`src/rtl/maxpool_conv_1.sv`:
```
// maxpool_conv_1: 2x2/stride-2 signed max-pooling engine.
// Walks the conv-1 result grid window by window, streams one pooled write per cycle.
module maxpool_conv_1 #(
    parameter int n_c                  = 26,
    parameter int n_r                  = 26,
    parameter int dataWidthRstlConv    = 8,
    parameter int addressWidthRstlConv = 10,
    parameter int addressWidthPool     = 8
) (
    input  logic                            clk,
    input  logic                            rst_n,
    input  logic                            start,
    output logic                            ren,
    output logic [addressWidthRstlConv-1:0] radd1,
    output logic [addressWidthRstlConv-1:0] radd2,
    input  logic [dataWidthRstlConv-1:0]    rdata0,
    input  logic [dataWidthRstlConv-1:0]    rdata1,
    input  logic [dataWidthRstlConv-1:0]    rdata2,
    input  logic [dataWidthRstlConv-1:0]    rdata3,
    output logic                            wen_pool,
    output logic [addressWidthPool-1:0]     wadd_pool,
    output logic [dataWidthRstlConv-1:0]    data_pool,
    output logic                            busy,
    output logic                            done
);

    localparam int AW = addressWidthRstlConv;
    localparam int DW = dataWidthRstlConv;
    localparam int PW = addressWidthPool;
    localparam int PR = n_r / 2;
    localparam int PC = n_c / 2;

    localparam logic [AW-1:0] PR_LAST = AW'(PR - 1);
    localparam logic [AW-1:0] PC_LAST = AW'(PC - 1);

    typedef enum logic [1:0] {
        IDLE,
        RUN,
        DRAIN,
        DONE
    } state_t;

    state_t state;
    state_t state_nxt;

    // Pooled-grid window counters; they hold after the last window so
    // the read address stays stable until the next run clears them.
    logic [AW-1:0] pr;
    logic [AW-1:0] pc;
    logic [PW-1:0] wcnt;
    logic          drain_cnt;
    logic          last_win;

    // Stage B registers: rdata valid flag and matching write address.
    logic          vld_a;
    logic [PW-1:0] wadd_a;

    // Stage C registers: registered max, its address and valid bit.
    logic          vld_b;
    logic [PW-1:0] wadd_b;
    logic [DW-1:0] max_b;

    // Signed view of the window for the max tree.
    logic signed [DW-1:0] s0;
    logic signed [DW-1:0] s1;
    logic signed [DW-1:0] s2;
    logic signed [DW-1:0] s3;
    logic signed [DW-1:0] m01;
    logic signed [DW-1:0] m23;
    logic signed [DW-1:0] win_max;

    assign last_win = (pr == PR_LAST) && (pc == PC_LAST);

    // State register.
    always_ff @(posedge clk or negedge rst_n) begin
        if (!rst_n) begin
            state <= IDLE;
        end else begin
            state <= state_nxt;
        end
    end

    // Next-state logic and per-state control outputs.
    always_comb begin
        state_nxt = state;
        ren       = 1'b0;
        busy      = 1'b0;
        done      = 1'b0;
        unique case (state)
            IDLE: begin
                if (start) begin
                    state_nxt = RUN;
                end
            end
            RUN: begin
                ren  = 1'b1;
                busy = 1'b1;
                if (last_win) begin
                    state_nxt = DRAIN;
                end
            end
            DRAIN: begin
                busy = 1'b1;
                if (drain_cnt) begin
                    state_nxt = DONE;
                end
            end
            DONE: begin
                done      = 1'b1;
                state_nxt = IDLE;
            end
            default: begin
                state_nxt = IDLE;
            end
        endcase
    end

    // Window walk: pc fastest, cleared on launch, frozen on the last window.
    always_ff @(posedge clk or negedge rst_n) begin
        if (!rst_n) begin
            pr   <= '0;
            pc   <= '0;
            wcnt <= '0;
        end else if (state == IDLE && start) begin
            pr   <= '0;
            pc   <= '0;
            wcnt <= '0;
        end else if (state == RUN && !last_win) begin
            wcnt <= wcnt + 1'b1;
            if (pc == PC_LAST) begin
                pc <= '0;
                pr <= pr + 1'b1;
            end else begin
                pc <= pc + 1'b1;
            end
        end
    end

    // Two-cycle drain timer so the last write lands before done.
    always_ff @(posedge clk or negedge rst_n) begin
        if (!rst_n) begin
            drain_cnt <= 1'b0;
        end else if (state == DRAIN) begin
            drain_cnt <= ~drain_cnt;
        end else begin
            drain_cnt <= 1'b0;
        end
    end

    // Full-resolution top-left corner of the current window.
    assign radd1 = {pr[AW-2:0], 1'b0};
    assign radd2 = {pc[AW-2:0], 1'b0};

    assign s0 = rdata0;
    assign s1 = rdata1;
    assign s2 = rdata2;
    assign s3 = rdata3;

    // Signed max of the four window elements as a two-level tree.
    always_comb begin
        m01     = (s0 >= s1) ? s0 : s1;
        m23     = (s2 >= s3) ? s2 : s3;
        win_max = (m01 >= m23) ? m01 : m23;
    end

    // Read-issue side: mark the cycle rdata is valid and carry its address.
    always_ff @(posedge clk or negedge rst_n) begin
        if (!rst_n) begin
            vld_a  <= 1'b0;
            wadd_a <= '0;
        end else begin
            vld_a <= ren;
            if (ren) begin
                wadd_a <= wcnt;
            end
        end
    end

    // Register the max; data and address hold while no write is pending.
    always_ff @(posedge clk or negedge rst_n) begin
        if (!rst_n) begin
            vld_b  <= 1'b0;
            wadd_b <= '0;
            max_b  <= '0;
        end else begin
            vld_b <= vld_a;
            if (vld_a) begin
                wadd_b <= wadd_a;
                max_b  <= win_max;
            end
        end
    end

    assign wen_pool  = vld_b;
    assign wadd_pool = wadd_b;
    assign data_pool = max_b;

endmodule
```
`config.mk`:
```
export PLATFORM = sky130hd
export DESIGN_NAME = maxpool_conv_1
export DESIGN_NICKNAME = d
export VERILOG_FILES = /design/src/rtl/maxpool_conv_1.sv
export SDC_FILE = /design/constraint.sdc
export NUM_CORES = 1
export LEC_CHECK = 0
export ABC_AREA = 1
export CAP_MARGIN = 0
export CORE_MARGIN = 10
export CORE_UTILIZATION = 53
export CTS_BUF_LIST = sky130_fd_sc_hd__clkbuf_16
export DETAILED_ROUTE_END_ITERATION = 8
export HOLD_SLACK_MARGIN = 0.02
export PLACE_DENSITY = 0.81
export SKIP_CTS_REPAIR_TIMING = 1
export SLEW_MARGIN = 25
export SYNTH_ARGS = -nofsm -noshare
export SYNTH_HDL_FRONTEND = slang
export SYNTH_SLANG_ARGS = --single-unit
export TNS_END_PERCENT = 50
```
`constraint.sdc`:
```
create_clock -name clk -period 2.1 [get_ports clk]
set_clock_uncertainty 0.2 [all_clocks]
set_input_delay 0.21 -clock clk [delete_from_list [all_inputs] [get_ports clk]]
set_output_delay 0.21 -clock clk [all_outputs]
set_load 0.02 [all_outputs]
```
==> results of run 1 <==
==> final timing paths <==
check                                to  slack [ps]  depth (start not counted)
min in group asynchronous  wadd_pool[4]         380                          3
max in group asynchronous      state[0]         850                          3
hold reg to reg               drain_cnt         240                          1
setup reg to reg                  pr[1]         -20                         13
setup / recovery           data_pool[3]        -960                         18
hold / removal                drain_cnt         240                          1
==> state kept, by name, indices dropped and copies added (netlist names) <==
name and cells:
pc 10, pr 10, data_pool 8, wadd_a 8, wadd_pool 8, wcnt 8
state 2, drain_cnt 1, vld_a 1, wen_pool 1
==> layer usage <==
metal / track usage / vias up / routed length [um]
met4: 0.0609 / 0 / 982
met1: 0.221 / 2249 / 5860
met3: 0.0423 / 98 / 1250
li1: - / 2041 / -
met2: 0.364 / 339 / 8150
met5: 0 / - / 0
==> synthesized netlist by cell type <==
cell type | n | share of area
a21o_1 | 2 | 0.0038
a21oi_1 | 17 | 0.022
and2_1 | 8 | 0.013
buf_2 | 3 | 0.0038
buf_4 | 20 | 0.038
buf_6 | 1 | 0.0029
clkbuf_1 | 5 | 0.0048
clkinv_1 | 2 | 0.0019
clkinv_2 | 1 | 0.0013
conb_1 | 1 | 0.00096
dfrtp_1 | 57 | 0.36
ha_1 | 34 | 0.11
inv_1 | 58 | 0.056
inv_2 | 6 | 0.0058
inv_4 | 1 | 0.0016
nand2_1 | 127 | 0.12
nand2_2 | 1 | 0.0016
nand2_4 | 2 | 0.0058
nand2_8 | 1 | 0.0051
nand3_1 | 49 | 0.063
nand3_2 | 2 | 0.0051
nand4_1 | 22 | 0.035
nand4_2 | 1 | 0.0032
nor2_1 | 32 | 0.031
nor2_2 | 1 | 0.0016
nor3_1 | 10 | 0.013
nor3_2 | 1 | 0.0026
nor4_1 | 3 | 0.0048
o21a_1 | 2 | 0.0038
o21ai_0 | 12 | 0.015
o21ai_1 | 12 | 0.015
o22ai_1 | 1 | 0.0016
o31ai_1 | 6 | 0.012
xnor2_1 | 3 | 0.0067
xor2_1 | 11 | 0.025
==> worst max-delay path, cell delays in order <==
cell and delay [ps]:
dlymetal6s2s_1 130, inv_1 70, ha_1 270, nand2_1 80, nor2_4 170, nand2_2 100, nand3_4 130, nand3_4 200
nand2_2 140, nand2_1 100, ha_4 310, nand2_1 80, nor2_2 160, nand4_1 310, nand3_4 280, nand3_2 130
nand3_1 120, nand2_1 60
==> cells by family after synthesis <==
kind of cell,count (synthesis),synth area share
flip-flops,57,0.364
other,1,0.000958
adder cells (fa/ha/maj),34,0.109
AND/OR/NAND/NOR,260,0.306
XOR/XNOR,14,0.0313
buffers and inverters,97,0.116
AO/OA/AOI/OAI,52,0.0732
==> through the flow <==
step | power, uW | TNS [ps] | worst slack [ps] | cells | util
after floorplan | 4130 | -4780 | -599 | 516 | -
after global placement | 5320 | -10500 | -1320 | 740 | 0.739
after detailed placement | 5460 | -11770 | -1490 | 740 | 0.739
after CTS | 6920 | -9780 | -1180 | 756 | 0.779
after global routing | 8330 | -9660 | -1080 | 796 | 0.891
final | 7960 | -7390 | -957 | 796 | 0.891
==> power groups by stage <==
stage | clock [uW] | sequential (uW) | combinational [uW]
2_1_floorplan | 0 | 2070 | 2060
3_3_place_gp | 0 | 1930 | 3390
3_5_place_dp | 0 | 1940 | 3520
4_1_cts | 1410 | 1940 | 3570
5_1_grt | 1460 | 2030 | 4840
6_report | 1420 | 2000 | 4540
==> cell type report <==
cell class / count / area (sq um) / area share
well taps: 99 / 124 / 0.0193
inverters: 68 / 289 / 0.0449
repair buffers: 193 / 1670 / 0.259
clock buffers: 9 / 225 / 0.0350
flip-flops and latches: 57 / 1430 / 0.222
multi-input cells: 363 / 2640 / 0.410
clock inverters: 7 / 62.6 / 0.00973
==> results.py, run 1 <==
metrics = {
    "status": {
        "outcome": "complete, but fails checks",
        "violations": "setup timing",
    },
    "layout": {
        "fin_area_sq_um": 6430,
        "diodes": 0,
        "final_layout_size_suffix_gt1_frac": 0.395,
        "area_growth_pct": 64.3,
        "fillerInstances": 330,
        "final_common_cell": "buf_4",
        "final_cell_mix": "buf_4, nand2_1, dfrtp_1",
        "nets": 761,
    },
    "critical_path": {
        "cp_max_fo": 8,
        "start_kind": "input port",
        "worstPathArrival_ps": 3060,
        "startpoint": "rdata1[4]",
        "crit_path_end_kind": "register",
        "path_class": "input port to register",
        "cp_data_required_time_ps": 2110,
        "r2r-start": "pr[0]",
    },
    "die": {
        "core_area_sq_um": 7210,
        "die_h_um": 106,
        "rows": 31,
        "die_w_um": 106,
        "initial_utilization": 0.543,
        "io_pins": 75,
        "die_area_sq_um": 11200,
    },
    "timing": {
        "grt_setup_unrepaired": "yes",
        "relSlewSlack": 0.524,
        "setup_viol": 14,
        "hold_viol": 0,
        "fin_crit_sh": 1.46,
        "drv_slew": 0,
        "layout_min_cycle_time_ps": 3060,
        "max_freq_mhz": 327,
        "whs_ps": 239,
        "timing.final.ws_setup_ps": -957,
        "worst_pin_slew_ps": 714,
    },
    "power": {
        "seq_power_share": 0.251,
        "p_clk_frac": 0.179,
        "swShare": 0.443,
        "switchingPower_uw": 3530,
        "vdd_drop_max_mv": 1.00,
        "p_leak_uw": 0.00322,
        "p_per_area_nw_per_um2": 1240,
        "p_comb_frac": 0.570,
        "p_int_uw": 4430,
    },
    "yosys": {
        "syn-cell-area_sq_um": 3920,
        "synth_seq_area_share": 0.364,
        "syn_inst": 515,
        "ys_ff_latch": 57,
        "yosysUniqueCellTypes": 35,
        "yosysWarnings": 0,
        "syn_avg_cell_area_sq_um": 7.60,
    },
    "clock_tree": {
        "root_buffer": "clkbuf_16",
        "numCtsBuffers": 9,
        "path_clk_slew_ps": 50,
        "h-tree-depth": 3,
        "clockBufferDepth": 2,
        "insertion_delay_ps": 330,
        "cts_tree": "built",
        "clock_sinks": 57,
    },
    "place": {
        "placed_area_sq_um": 5330,
        "io_buffers": 72,
        "place_hpwl_mm": 8.72,
        "gp_congestion": 0.925,
    },
    "detailed_routing": {
        "antenna_left": 0,
        "vias": 4727,
        "viasPerCell": 5.94,
        "drt_iter0_drc": 453,
        "drt-total-wl_mm": 16.2,
        "first_pass_iters": 5,
        "wl_per_cell_um": 20.4,
        "drc": 0,
    },
    "global_route": {
        "antenna_found_initial": 0,
        "track_usage": 0.197,
        "grt_pass1_wl_mm": 18.5,
        "grt_start_max_net_pins": 58,
        "grt-ovfl-total": 0,
        "grt_pass1_vias": 3897,
    },
    "run": {
        "cap_violations": 0,
    },
    "min_path": {
        "min_from": "drain_cnt",
        "hp-class": "register to register",
    },
}
(Power assumes the default switching activity.)
==> inputs of run 2 (changes only) <==
Settings changed: CELL_PAD_IN_SITES_DETAIL_PLACEMENT set to 1, CELL_PAD_IN_SITES_GLOBAL_PLACEMENT set to 1, CORE_UTILIZATION 53 to 38, PLACE_DENSITY 0.81 to unset, PLACE_DENSITY_LB_ADDON set to 0.1, SLEW_MARGIN 25 to 20.
==> run 2 against run 1 <==
  * The flow still finishes with violations (setup timing)
  * Critical path type unchanged
  * Core utilization decreased by 25 points
  * Count of clock-buffer cells in the layout unchanged
  * Sequential share of layout area increased by 0.28 points
  * Setup slack got worse by 1.9 ps
  * Sequential power decreased by 2%
  * Non-clock buffer count decreased by 5
  * Critical path depth unchanged
==> results.py, run 2 (synthesized netlist as in run 1, its figures left out) <==
metrics = {
    "die": {
        "die_area_sq_um": 14800,
        "initial_utilization": 0.395,
        "rows": 36,
        "die_w_um": 122,
        "core_area_sq_um": 9910,
        "io_pins": 75,
        "die_h_um": 122,
    },
    "detailed_routing": {
        "antenna_left": 0,
        "first_pass_iters": 4,
        "wl_per_cell_um": 20.9,
        "drc": 0,
        "viasPerCell": 5.31,
        "drt_iter0_drc": 200,
        "vias": 4382,
        "drt-total-wl_mm": 17.3,
    },
    "timing": {
        "relSlewSlack": 0.599,
        "timing.final.ws_setup_ps": -959,
        "layout_min_cycle_time_ps": 3060,
        "fin_crit_sh": 1.46,
        "hold_viol": 0,
        "worst_pin_slew_ps": 596,
        "max_freq_mhz": 327,
        "drv_slew": 0,
        "tns_ps": -7340,
        "setup_viol": 9,
        "grt_setup_unrepaired": "yes",
    },
    "status": {
        "violations": "setup timing",
        "outcome": "complete, but fails checks",
    },
    "global_route": {
        "antenna_found_initial": 0,
        "grt_pass1_vias": 4343,
        "grt-ovfl-total": 0,
        "track_usage": 0.177,
        "grt_start_max_net_pins": 58,
        "grt_pass1_wl_mm": 21.3,
    },
    "clock_tree": {
        "numCtsBuffers": 9,
        "cts_tree": "built",
        "clock_sinks": 57,
        "root_buffer": "clkbuf_16",
        "clockBufferDepth": 2,
        "h-tree-depth": 3,
        "insertion_delay_ps": 350,
        "path_clk_slew_ps": 60,
    },
    "place": {
        "io_buffers": 72,
        "place_hpwl_mm": 10.0,
        "gp_congestion": 0.890,
        "dp.cells": 781,
    },
    "critical_path": {
        "start_kind": "input port",
        "reg2reg_depth": 13,
        "r2r-start": "pc[0]",
        "r2r-end": "state[1]",
        "rrSetupSlack_ps": -10,
        "crit_path_end_kind": "register",
        "worstPathArrival_ps": 3090,
        "cp_data_required_time_ps": 2140,
        "path_class": "input port to register",
        "cp_max_fo": 8,
        "startpoint": "rdata0[5]",
    },
    "min_path": {
        "hold_depth": 6,
        "hp-class": "input port to register",
        "min_from": "rdata2[0]",
        "min_to": "data_pool[0]",
    },
    "layout": {
        "reg_top3": "pc (10), pr (10)",
        "final_common_cell": "buf_4",
        "diodes": 0,
        "final_cell_mix": "buf_4, nand2_1, dfrtp_1",
        "area_growth_pct": 62.2,
        "final_layout_size_suffix_gt1_frac": 0.379,
        "nets": 756,
        "fillerInstances": 1154,
        "fin_cells": 825,
    },
    "run": {
        "cap_violations": 0,
    },
    "power": {
        "vdd_drop_max_mv": 0.884,
        "p_per_area_nw_per_um2": 1240,
        "p_leak_uw": 0.00319,
    },
}
==> run 2: changes by cell type in the layout (fill, tap and decap cells not counted), moves of 3 or more <==
cell / previous run / this run
inv_2: 21 / 17
ha_1: 14 / 17
clkbuf_2: 17 / 13
nand3_4: 7 / 10
ha_4: 19 / 14
inv_1: 40 / 45
nand3_2: 13 / 17
nand2_1: 98 / 102
nand3_1: 32 / 24
buf_6: 3 / 8
==> run 2: area by class of cell <==
class / count / area (sq um) / share of cell area
multi-input combinational: 363 / 2620 / 0.412
tap: 133 / 166 / 0.0262
clock inverter: 7 / 38.8 / 0.00611
clock buffer: 9 / 225 / 0.0355
inverter: 68 / 287 / 0.0451
sequential: 57 / 1430 / 0.225
timing repair buffer: 188 / 1590 / 0.250
==> run 2: how the worst max path moves through the flow <==
stage                   endpoint  slack [ps]  cells past startpoint
floorplan           data_pool[4]        -600                     21
global placement    data_pool[7]       -1430                     20
detailed placement  data_pool[2]       -1570                     24
CTS                 data_pool[0]       -1270                     24
global route        data_pool[5]       -1050                     19
finish              data_pool[7]        -960                     18
==> run 2: worst max-delay path: stages <==
cell and delay (ps):
dlymetal6s2s_1 220, ha_4 260, a21o_1 200, a21oi_2 160, nand2_2 80, nand2_4 130
nand3_4 140, nand2_1 120, nand2_1 120, ha_4 310, nand2_1 110, nor2_2 190
nand4_1 210, nand3_4 240, buf_6 130, nand3_2 100, nand3_2 100, nand2_1 60
==> run 2: routing by layer <==
| metal | GRT usage | wire (um) | share of wire | vias up |
|---|---|---|---|---|
| li1 | - | - | - | 2024 |
| met1 | 0.214 | 6800 | 0.39 | 2178 |
| met2 | 0.302 | 8950 | 0.52 | 132 |
| met3 | 0.0535 | 806 | 0.047 | 48 |
| met4 | 0.0410 | 711 | 0.041 | 0 |
| met5 | 0 | 0 | 0 | - |
==> run 2: where the power goes <==
part           internal (uW)  leakage (uW)  switching [uW]
registers               1570      0.000726             391
clock network            783      0.000134             553
logic                   1950       0.00233            2630
==> run 2: metrics by stage <==
stage	hold WS (ps)	cell area, sq um	setup WS, ps	total power, uW	utilization
finish	204	6350	-959	7890	0.641
global route	225	6350	-1050	8390	0.641
CTS	-309	5680	-1270	7010	0.573
detailed placement	42.4	5410	-1570	5630	0.546
global placement	39.1	5410	-1430	5470	0.546
floorplan	-286	4050	-599	4130	-
==> inputs of run 3 (changes only) <==
Settings changed: CORE_ASPECT_RATIO set to 0.8.
==> run 3 against run 2 <==
  * The run still ends with setup timing left
  * Critical path depth up 4
  * Register-to-register slack better by 50 ps
  * Setup slack better by 100 ps
  * Critical path type unchanged
  * Largest cell class unchanged
==> results.py, run 3 (synthesized netlist as in run 1, its figures left out) <==
metrics = {
    "critical_path": {
        "start_kind": "input port",
        "crit_path_end_kind": "register",
        "cp_max_fo": 8,
        "path_class": "input port to register",
        "cp_data_required_time_ps": 2160,
        "worstPathArrival_ps": 3020,
    },
    "place": {
        "place_hpwl_mm": 10.0,
        "post-place-ws_ps": -1610,
        "io_buffers": 72,
        "gp_congestion": 0.817,
        "dp.cells": 782,
    },
    "clock_tree": {
        "clock_sinks": 57,
        "path_clk_slew_ps": 50,
        "h-tree-depth": 3,
        "clockBufferDepth": 2,
        "cts_tree": "built",
        "insertion_delay_ps": 340,
        "numCtsBuffers": 9,
        "root_buffer": "clkbuf_16",
    },
    "power": {
        "p_total_uw": 7820,
        "vdd_drop_max_mv": 0.881,
        "p_per_area_nw_per_um2": 1220,
        "p_leak_uw": 0.00310,
    },
    "detailed_routing": {
        "first_pass_iters": 4,
        "drc": 0,
        "vias": 4240,
        "drt_iter0_drc": 200,
        "viasPerCell": 5.18,
        "antenna_left": 0,
        "drt-total-wl_mm": 16.3,
        "wl_per_cell_um": 20.0,
    },
    "timing": {
        "max_freq_mhz": 338,
        "hold_viol": 0,
        "worst_pin_slew_ps": 588,
        "grt_setup_unrepaired": "yes",
        "relSlewSlack": 0.606,
        "setup_viol": 8,
        "layout_min_cycle_time_ps": 2960,
        "timing.final.ws_setup_ps": -858,
        "fin_crit_sh": 1.41,
        "whs_ps": 225,
        "drv_slew": 0,
    },
    "layout": {
        "area_growth_pct": 63.8,
        "fin_cells": 818,
        "reg_top3": "pc (10), pr (10)",
        "nets": 743,
        "final_layout_size_suffix_gt1_frac": 0.422,
        "final_common_cell": "buf_4",
        "diodes": 0,
        "final_cell_mix": "buf_4, nand2_1, dfrtp_1",
    },
    "die": {
        "rows": 33,
        "io_pins": 75,
        "die_area_sq_um": 14800,
        "die_h_um": 111,
        "die_w_um": 133,
        "core_area_sq_um": 10200,
        "initial_utilization": 0.385,
    },
    "global_route": {
        "antenna_found_initial": 0,
        "track_usage": 0.173,
        "grt_pass1_vias": 4256,
        "grt-ovfl-total": 0,
        "grt_start_max_net_pins": 58,
        "grt_pass1_wl_mm": 21.1,
    },
    "status": {
        "outcome": "complete, but fails checks",
        "violations": "setup timing",
    },
    "run": {
        "cap_violations": 0,
    },
    "min_path": {
        "hp-class": "input port to async pin",
    },
}
[run 3: changes by cell type in the layout (fill, tap and decap cells not counted), sizes merged]
cell and delta:
inv +1, clkinvlp -1, clkinv -2, bufinv +1, buf -11, dlymetal6s2s -9, clkbuf +7
[run 3: report_power, final]
| part | internal (uW) | switching [uW] | total [uW] |
|---|---|---|---|
| registers | 1570 | 397 | 1970 |
| logic | 1870 | 2580 | 4450 |
| clock network | 892 | 508 | 1400 |
[run 3: critical path, cell delays in order]
cell	delay (ps)
buf_4	140
ha_4	240
nand2_2	70
nand2_2	50
nand2_1	60
nand2_1	70
nand2_2	120
nand2_2	80
nand2_4	130
nand3_4	210
nand2_2	150
nand2_1	130
ha_4	260
a21oi_1	150
o21a_1	210
nand2_2	70
nand2_2	80
nand3_4	150
buf_6	180
nand3_4	90
nand3_2	70
nand2_1	100
[run 3: worst paths after layout]
| path | endpoint | startpoint | slack (ps) | depth (start not counted) |
|---|---|---|---|---|
| worst max-delay path | data_pool[7] | rdata0[1] | -860 | 22 |
| worst min-delay path | wadd_pool[6] | rst_n | 230 | 3 |
| worst max register to register | state[0] | pc[1] | 40 | 13 |
| worst min register to register | drain_cnt | drain_cnt | 260 | 1 |
| max in group asynchronous | pc[0] | rst_n | 1210 | 3 |
| min in group clk | data_pool[4] | rdata2[4] | 230 | 6 |
[run 3: cell type report]
class	instances	area, sq um
clock inverter	6	51.3
timing repair buffer	175	1470
inverter	68	284
multi-input combinational	363	2780
clock buffer	9	225
tap	140	175
sequential	57	1430
fill	1202	3740
[run 3: routing by layer]
layer | vias up | track usage | routed length (um)
met5 | - | 0 | 0
met3 | 31 | 0.0498 | 750
li1 | 1998 | - | -
met2 | 100 | 0.282 | 8410
met4 | 0 | 0.0391 | 356
met1 | 2111 | 0.221 | 6810
[run 3: through the flow]
step / instance area (sq um) / util / setup TNS (ps)
after global routing: 6410 / 0.631 / -8050
after global placement: 5400 / 0.532 / -11210
final: 6410 / 0.631 / -6580
after floorplan: 4050 / - / -4780
after detailed placement: 5400 / 0.532 / -12280
after CTS: 5680 / 0.559 / -10350
